$ cat src/rtl/timer_pkg.sv
// Shared types and constants for the BCD countdown timer.
//   timer_state_e  : FSM encoding, also driven on the top-level `state` output
//   bcd_digit_t    : one packed BCD digit
//   MAX_TENS/UNITS : largest legal tens/units digit of a mm or ss field
//   bcd_pair_valid : true when an 8-bit two-digit BCD value lies in 00..59
package timer_pkg;

  typedef enum logic [1:0] {
    StIdle  = 2'd0,
    StRun   = 2'd1,
    StPause = 2'd2,
    StAlarm = 2'd3
  } timer_state_e;

  typedef logic [3:0] bcd_digit_t;

  localparam bcd_digit_t MAX_TENS  = 4'd5;
  localparam bcd_digit_t MAX_UNITS = 4'd9;

  function automatic logic bcd_pair_valid(input logic [7:0] v);
    return (v[7:4] <= MAX_TENS) && (v[3:0] <= MAX_UNITS);
  endfunction

endpackage

$ cat src/rtl/timer_bcd_dec.sv
// Combinational two-digit BCD decrement.
//   tens_i/units_i : current value
//   tens_max_i     : tens digit to wrap to when the value is 00
//   tens_o/units_o : value minus one (00 wraps to {tens_max_i, 9})
//   borrow_o       : high when the input was 00, i.e. the next field must decrement
module timer_bcd_dec
  import timer_pkg::*;
(
  input  bcd_digit_t tens_i,
  input  bcd_digit_t units_i,
  input  bcd_digit_t tens_max_i,
  output bcd_digit_t tens_o,
  output bcd_digit_t units_o,
  output logic       borrow_o
);

  always_comb begin
    tens_o   = tens_i;
    units_o  = units_i;
    borrow_o = 1'b0;
    if (units_i != 4'd0) begin
      units_o = units_i - 4'd1;
    end else begin
      units_o = MAX_UNITS;
      if (tens_i != 4'd0) begin
        tens_o = tens_i - 4'd1;
      end else begin
        tens_o   = tens_max_i;
        borrow_o = 1'b1;
      end
    end
  end

endmodule

$ cat src/rtl/timer_countdown.sv
// mm:ss BCD countdown timer with expiry alarm.
//   sys_clk, int_reset_b : clock, asynchronous active-low reset
//   timer_clk            : divided clock, sampled as data; each rising edge is one second
//   load/start/pause     : one-cycle command pulses, priority load > start > pause
//   preset_min/sec       : BCD preset, latched on load when both fields are 00..59
//   cur_min/sec          : current BCD count
//   state                : timer_state_e encoding
//   alarm                : high for ALARM_CYCLES cycles after expiry
//   load_err             : one-cycle pulse when a load is rejected
// Build option: define TIMER_AUTO_RELOAD_EN to reload from the preset at expiry and keep running.
module timer_countdown
  import timer_pkg::*;
#(
  parameter int unsigned ALARM_CYCLES = 16
) (
  input  logic       sys_clk,
  input  logic       int_reset_b,
  input  logic       timer_clk,
  input  logic       load,
  input  logic       start,
  input  logic       pause,
  input  logic [7:0] preset_min,
  input  logic [7:0] preset_sec,
  output logic [7:0] cur_min,
  output logic [7:0] cur_sec,
  output logic [1:0] state,
  output logic       alarm,
  output logic       load_err
);

  localparam logic [7:0] AlarmLoad = 8'(ALARM_CYCLES);

  timer_state_e state_q, state_d;
  logic [7:0]   min_q, min_d, sec_q, sec_d;
  logic [7:0]   alarm_cnt_q, alarm_cnt_d;
  logic         alarm_q, alarm_d;
  logic         load_err_q, load_err_d;
  logic         tclk_prev_q;

  logic         tick, preset_ok, cur_zero, expiring;
  bcd_digit_t   sec_tens_dec, sec_units_dec, min_tens_dec, min_units_dec;
  logic         sec_borrow, min_borrow;

  // timer_clk comes from a generator clocked by sys_clk, so no synchronizer.
  assign tick      = timer_clk & ~tclk_prev_q;
  assign preset_ok = bcd_pair_valid(preset_min) & bcd_pair_valid(preset_sec);
  // Both decrementers borrow only when their field is 00.
  assign cur_zero  = sec_borrow & min_borrow;
  assign expiring  = (min_q == 8'h00) && (sec_q == 8'h01);

  timer_bcd_dec u_sec_dec (
    .tens_i     (sec_q[7:4]),
    .units_i    (sec_q[3:0]),
    .tens_max_i (MAX_TENS),
    .tens_o     (sec_tens_dec),
    .units_o    (sec_units_dec),
    .borrow_o   (sec_borrow)
  );

  timer_bcd_dec u_min_dec (
    .tens_i     (min_q[7:4]),
    .units_i    (min_q[3:0]),
    .tens_max_i (MAX_TENS),
    .tens_o     (min_tens_dec),
    .units_o    (min_units_dec),
    .borrow_o   (min_borrow)
  );

`ifdef TIMER_AUTO_RELOAD_EN
  // Preset copy is only read back by the reload path.
  logic [7:0] pre_min_q, pre_sec_q;

  always_ff @(posedge sys_clk or negedge int_reset_b) begin
    if (!int_reset_b) begin
      pre_min_q <= 8'h00;
      pre_sec_q <= 8'h00;
    end else if (load && preset_ok) begin
      pre_min_q <= preset_min;
      pre_sec_q <= preset_sec;
    end
  end
`endif

  always_comb begin
    state_d     = state_q;
    min_d       = min_q;
    sec_d       = sec_q;
    alarm_d     = alarm_q;
    alarm_cnt_d = alarm_cnt_q;
    load_err_d  = 1'b0;

    // Alarm countdown runs on its own; commands below may override it.
    if (alarm_q) begin
      alarm_cnt_d = alarm_cnt_q - 8'd1;
      if (alarm_cnt_d == 8'd0) begin
        alarm_d = 1'b0;
`ifndef TIMER_AUTO_RELOAD_EN
        state_d = StIdle;
`endif
      end
    end

    if (load) begin
      if (preset_ok) begin
        min_d       = preset_min;
        sec_d       = preset_sec;
        state_d     = StIdle;
        alarm_d     = 1'b0;
        alarm_cnt_d = 8'd0;
      end else begin
        load_err_d = 1'b1;
      end
    end else if (start) begin
      if ((state_q == StIdle || state_q == StPause) && !cur_zero) begin
        state_d = StRun;
      end
    end else if (pause) begin
      if (state_q == StRun) begin
        state_d = StPause;
      end
    end else if (tick && state_q == StRun) begin
      if (expiring) begin
`ifdef TIMER_AUTO_RELOAD_EN
        min_d   = pre_min_q;
        sec_d   = pre_sec_q;
`else
        min_d   = 8'h00;
        sec_d   = 8'h00;
        state_d = StAlarm;
`endif
        alarm_d     = 1'b1;
        alarm_cnt_d = AlarmLoad;
      end else begin
        sec_d = {sec_tens_dec, sec_units_dec};
        if (sec_borrow) begin
          min_d = {min_tens_dec, min_units_dec};
        end
      end
    end
  end

  always_ff @(posedge sys_clk or negedge int_reset_b) begin
    if (!int_reset_b) begin
      state_q     <= StIdle;
      min_q       <= 8'h00;
      sec_q       <= 8'h00;
      alarm_q     <= 1'b0;
      alarm_cnt_q <= 8'd0;
      load_err_q  <= 1'b0;
      tclk_prev_q <= 1'b0;
    end else begin
      state_q     <= state_d;
      min_q       <= min_d;
      sec_q       <= sec_d;
      alarm_q     <= alarm_d;
      alarm_cnt_q <= alarm_cnt_d;
      load_err_q  <= load_err_d;
      tclk_prev_q <= timer_clk;
    end
  end

  assign cur_min  = min_q;
  assign cur_sec  = sec_q;
  assign state    = state_q;
  assign alarm    = alarm_q;
  assign load_err = load_err_q;

endmodule

$ cat config.mk
export PLATFORM = sky130hd
export DESIGN_NAME = timer_countdown
export DESIGN_NICKNAME = d
export VERILOG_FILES = /design/src/rtl/timer_pkg.sv /design/src/rtl/timer_bcd_dec.sv /design/src/rtl/timer_countdown.sv
export SDC_FILE = /design/constraint.sdc
export NUM_CORES = 1
export LEC_CHECK = 0
export ABC_CLOCK_PERIOD_IN_PS = 2600
export BUFFER_PORTS_ARGS = -buffer_cell sky130_fd_sc_hd__buf_2
export CAP_MARGIN = 20
export CORE_MARGIN = 2
export CORE_UTILIZATION = 54
export CTS_CLUSTER_SIZE = 30
export DETAILED_ROUTE_END_ITERATION = 16
export GPL_ROUTABILITY_DRIVEN = 1
export PLACE_DENSITY_LB_ADDON = 0.05
export SYNTH_ARGS = -nofsm -noshare
export SYNTH_HDL_FRONTEND = slang
export SYNTH_HIERARCHICAL = 1
export SYNTH_SLANG_ARGS = --single-unit
$ cat constraint.sdc
create_clock -name sys_clk -period 2.6 [get_ports sys_clk]
set_clock_uncertainty 0.15 [all_clocks]
set_input_delay 0 -clock sys_clk [delete_from_list [all_inputs] [get_ports sys_clk]]
set_output_delay 0 -clock sys_clk [all_outputs]
set_load 0.005 [all_outputs]
==> metrics.md <==
| Metric | Value |
|---|---|
| Vias per cell | `5.61` |
| Die H | `64.4 um` |
| Max stage delay cell, worst path | `dfrtp_1` |
| Synth warnings | `6` |
| Post-synth cell types | `45` |
| Power Density | `932 mW/mm^2` |
| Die X | `64.4 um` |
| I/O pin total | `42` |
| Max-cap violations | `0` |
| H-tree level count | `2` |
| RSZ-0062 raised after global routing | `false` |
| Clk buf depth | `2` |
| M2 GR Usage | `0.456` |
| Fin area | `0.00250 mm^2` |
| Startpoint types | `register` |
| Final hold viol count | `0` |
| Root Driver | `clkbuf_4` |
| CTS tree | `built` |
| Post-synth EDFFs | `0` |
| Syn Inst Count | `231` |
| Pin count of the biggest net entering global routing | `30` |
| DR pass1 iterations | `5` |
| Status | `finished, final reports clean` |
| Final period utilization | `0.922` |
| # rows | `21` |
| CP arrival | `2.50 ns` |
| DR DRC count | `0` |
| Fin util | `0.732` |
| Ant. Diodes | `0` |
| Initial antenna violation count | `0` |
| Worst-Skew Late Latency | `0.34 ns` |
| Gr usage total | `0.270` |
| DPL Wire Length | `3390 um` |
| Top delay family on crit path | `simple AND/OR/NAND/NOR gates` |
| IO Port Bufs | `41` |
| Sequential area share after synthesis | `0.368` |
| Met1 Track Usage GR | `0.350` |
| Final wirelength | `5030 um` |
| Initial Util | `0.577` |
| Post-CTS sizing | `0` |
| Gr busiest metal | `met2` |
| Worst Setup End Kind | `register` |
| Crit path buf inv count | `3` |
| DR WL/cell | `14.4 um` |
| Sink Count | `29` |
| Worst slew pin tran | `0.685 ns` |
| Total leakage power | `1.12 nW` |
| Core area | `0.00342 mm^2` |
| Top FF cell, synth | `dfrtp_1` |
| Post-CTS Setup Repair Bufs | `0` |
| Filler Cell Count | `283` |
| DR vias | `1964` |
| GRT overflow | `0` |
| Setup TNS Final | `0 ns` |
| Placer congestion estimate | `0.842` |
| Nets | `329` |
| Crit path time final | `2.40 ns` |
| Cell Area, Placed | `0.00222 mm^2` |
| WP data required | `2.70 ns` |
| First-pass GRT wire length | `8690 um` |
| Critical path class | `register to register` |
| Synth-to-Final Area Change | `26.9%` |
| Hold Path Class | `primary input to asynchronous set/reset pin` |
| Num CTS Buffers | `5` |
| Max-slew violations | `0` |
| Die Area | `0.00415 mm^2` |
| Cell breakdown of the critical path | `inv_1 -> ha_1 -> nor3b_1 -> nor2b_1 -> buf_4 -> inv_1 -> a21o_1 -> a21oi_1` |
| Relative slew slack | `0.543` |
| Most used cell, CP | `inv_1` |
| Syn_area_per_cell | `8.53 um^2` |
| Critical Path Max Stage Delay | `0.47 ns` |
| Initial DRC Count | `166` |
| Maximum fanout along the worst path | `11` |
| Total power | `2.33 mW` |
| Asr flop ratio synth | `1.00` |
| Layout cells sized above 1 | `0.194` |
| VDD IR-drop max | `0.509 mV` |
| Clock Pin Slew Worst Setup and Hold Paths | `0.09 ns` |
| Fmax | `417 MHz` |
| Flops & latches, synth | `29` |
| Final setup vio count | `0` |
| Grt met3 use | `0.0434` |
| Mapped cell area | `0.00197 mm^2` |
| Antenna-violating nets left | `0` |
| Vias in the first global route | `1864` |
[worst paths after layout]
kind,start,end,slack (ns),cells after the start
max,cur_sec[4],cur_min[2],0.20,8
max in group asynchronous,int_reset_b,cur_min[0],1.77,2
min,int_reset_b,alarm_cnt_q[6],0.09,2
max reg2reg,cur_sec[4],cur_min[2],0.20,8
min reg2reg,alarm_cnt_q[7],alarm_cnt_q[7],0.41,2
min in group sys_clk,timer_clk,tclk_prev_q,0.19,2
[repair_timing]
item                       CTS  global route
setup endpoints to repair    0             0
hold buffers                23             0
hold endpoints to repair    48             0
[per-stage QoR]
| step | instances | hold WS (ns) | setup WS (ns) |
|---|---|---|---|
| floorplan | 237 | -0.446 | 0.355 |
| global placement | 319 | -0.0722 | 0.317 |
| detailed placement | 319 | -0.0669 | 0.284 |
| CTS | 350 | 0.101 | 0.257 |
| global route | 350 | 0.155 | 0.0409 |
| finish | 350 | 0.0852 | 0.202 |
[final cells by class]
class                   count  area, um^2  share of cell area
multi-input cells         178        1120               0.450
flip-flops and latches     29         726               0.290
clock buffers               8        48.8              0.0195
well taps                  46        57.6              0.0230
repair buffers             68         465               0.186
inverters                  21        78.8              0.0315
[kinds of logic after synthesis]
group,share of synthesized area
simple gates,0.249
fa+ha+maj,0.0254
compound gates,0.219
flops,0.368
xor+xnor,0.0356
buf+inv,0.0724
other cells,0.00381
mux,0.0267
[sequential cells by signal, summed over array words and instances, names as in the netlist]
signal and flops:
alarm 1, alarm_cnt_q 8, cur_min 8, cur_sec 8, load_err 1, state 2, tclk_prev_q 1
[per-layer routing]
layer  vias to the layer above  share of wire
met3                         8          0.048
li1                        970              -
met1                       928           0.44
met5                         -              0
met2                        58           0.50
met4                         0          0.014
[cells in the mapped netlist, types with 4 or more instances]
cell	n	area, um^2
nand2_1	24	90.1
a22oi_1	7	52.6
xnor2_1	5	43.8
nand2b_1	7	43.8
nor4_1	5	31.3
a21oi_1	10	50.1
o21ai_1	12	60.1
nor3_1	4	20.0
dfrtp_1	29	726
o31ai_1	6	45.0
o21ai_0	14	70.1
nor3b_1	4	30.0
ha_1	4	50.1
a221oi_1	7	61.3
nor2_1	15	56.3
nor2b_1	4	25.0
inv_1	21	78.8
nand3_1	4	20.0
[power by group]
group | total [mW] | internal, mW | switching (mW)
Clock | 0.268 | 0.108 | 0.161
Sequential | 0.971 | 0.647 | 0.325
Combinational | 1.09 | 0.558 | 0.534
[cell usage in the layout (no fill, tap or decap), types with 3 or more instances in the layout]
master and instances:
a21oi_1 10, xnor2_1 5, nor3b_1 4, a221oi_1 7
conb_1 8, nor4_1 5, xor2_1 3, inv_1 21
buf_2 41, nand2b_1 7, o31ai_1 6, clkbuf_1 3
nand3_1 4, clkbuf_4 5, nor3_1 4, nand4_1 3
dfrtp_1 29, mux2i_1 3, ha_1 4, a22oi_1 7
or4_4 3, nor2b_1 4, nand2_1 24, o21ai_0 14
nor2_1 15, dlygate4sd3_1 23, o21ai_1 12, buf_4 4
Note: power is estimated with default switching activity, not from simulation.
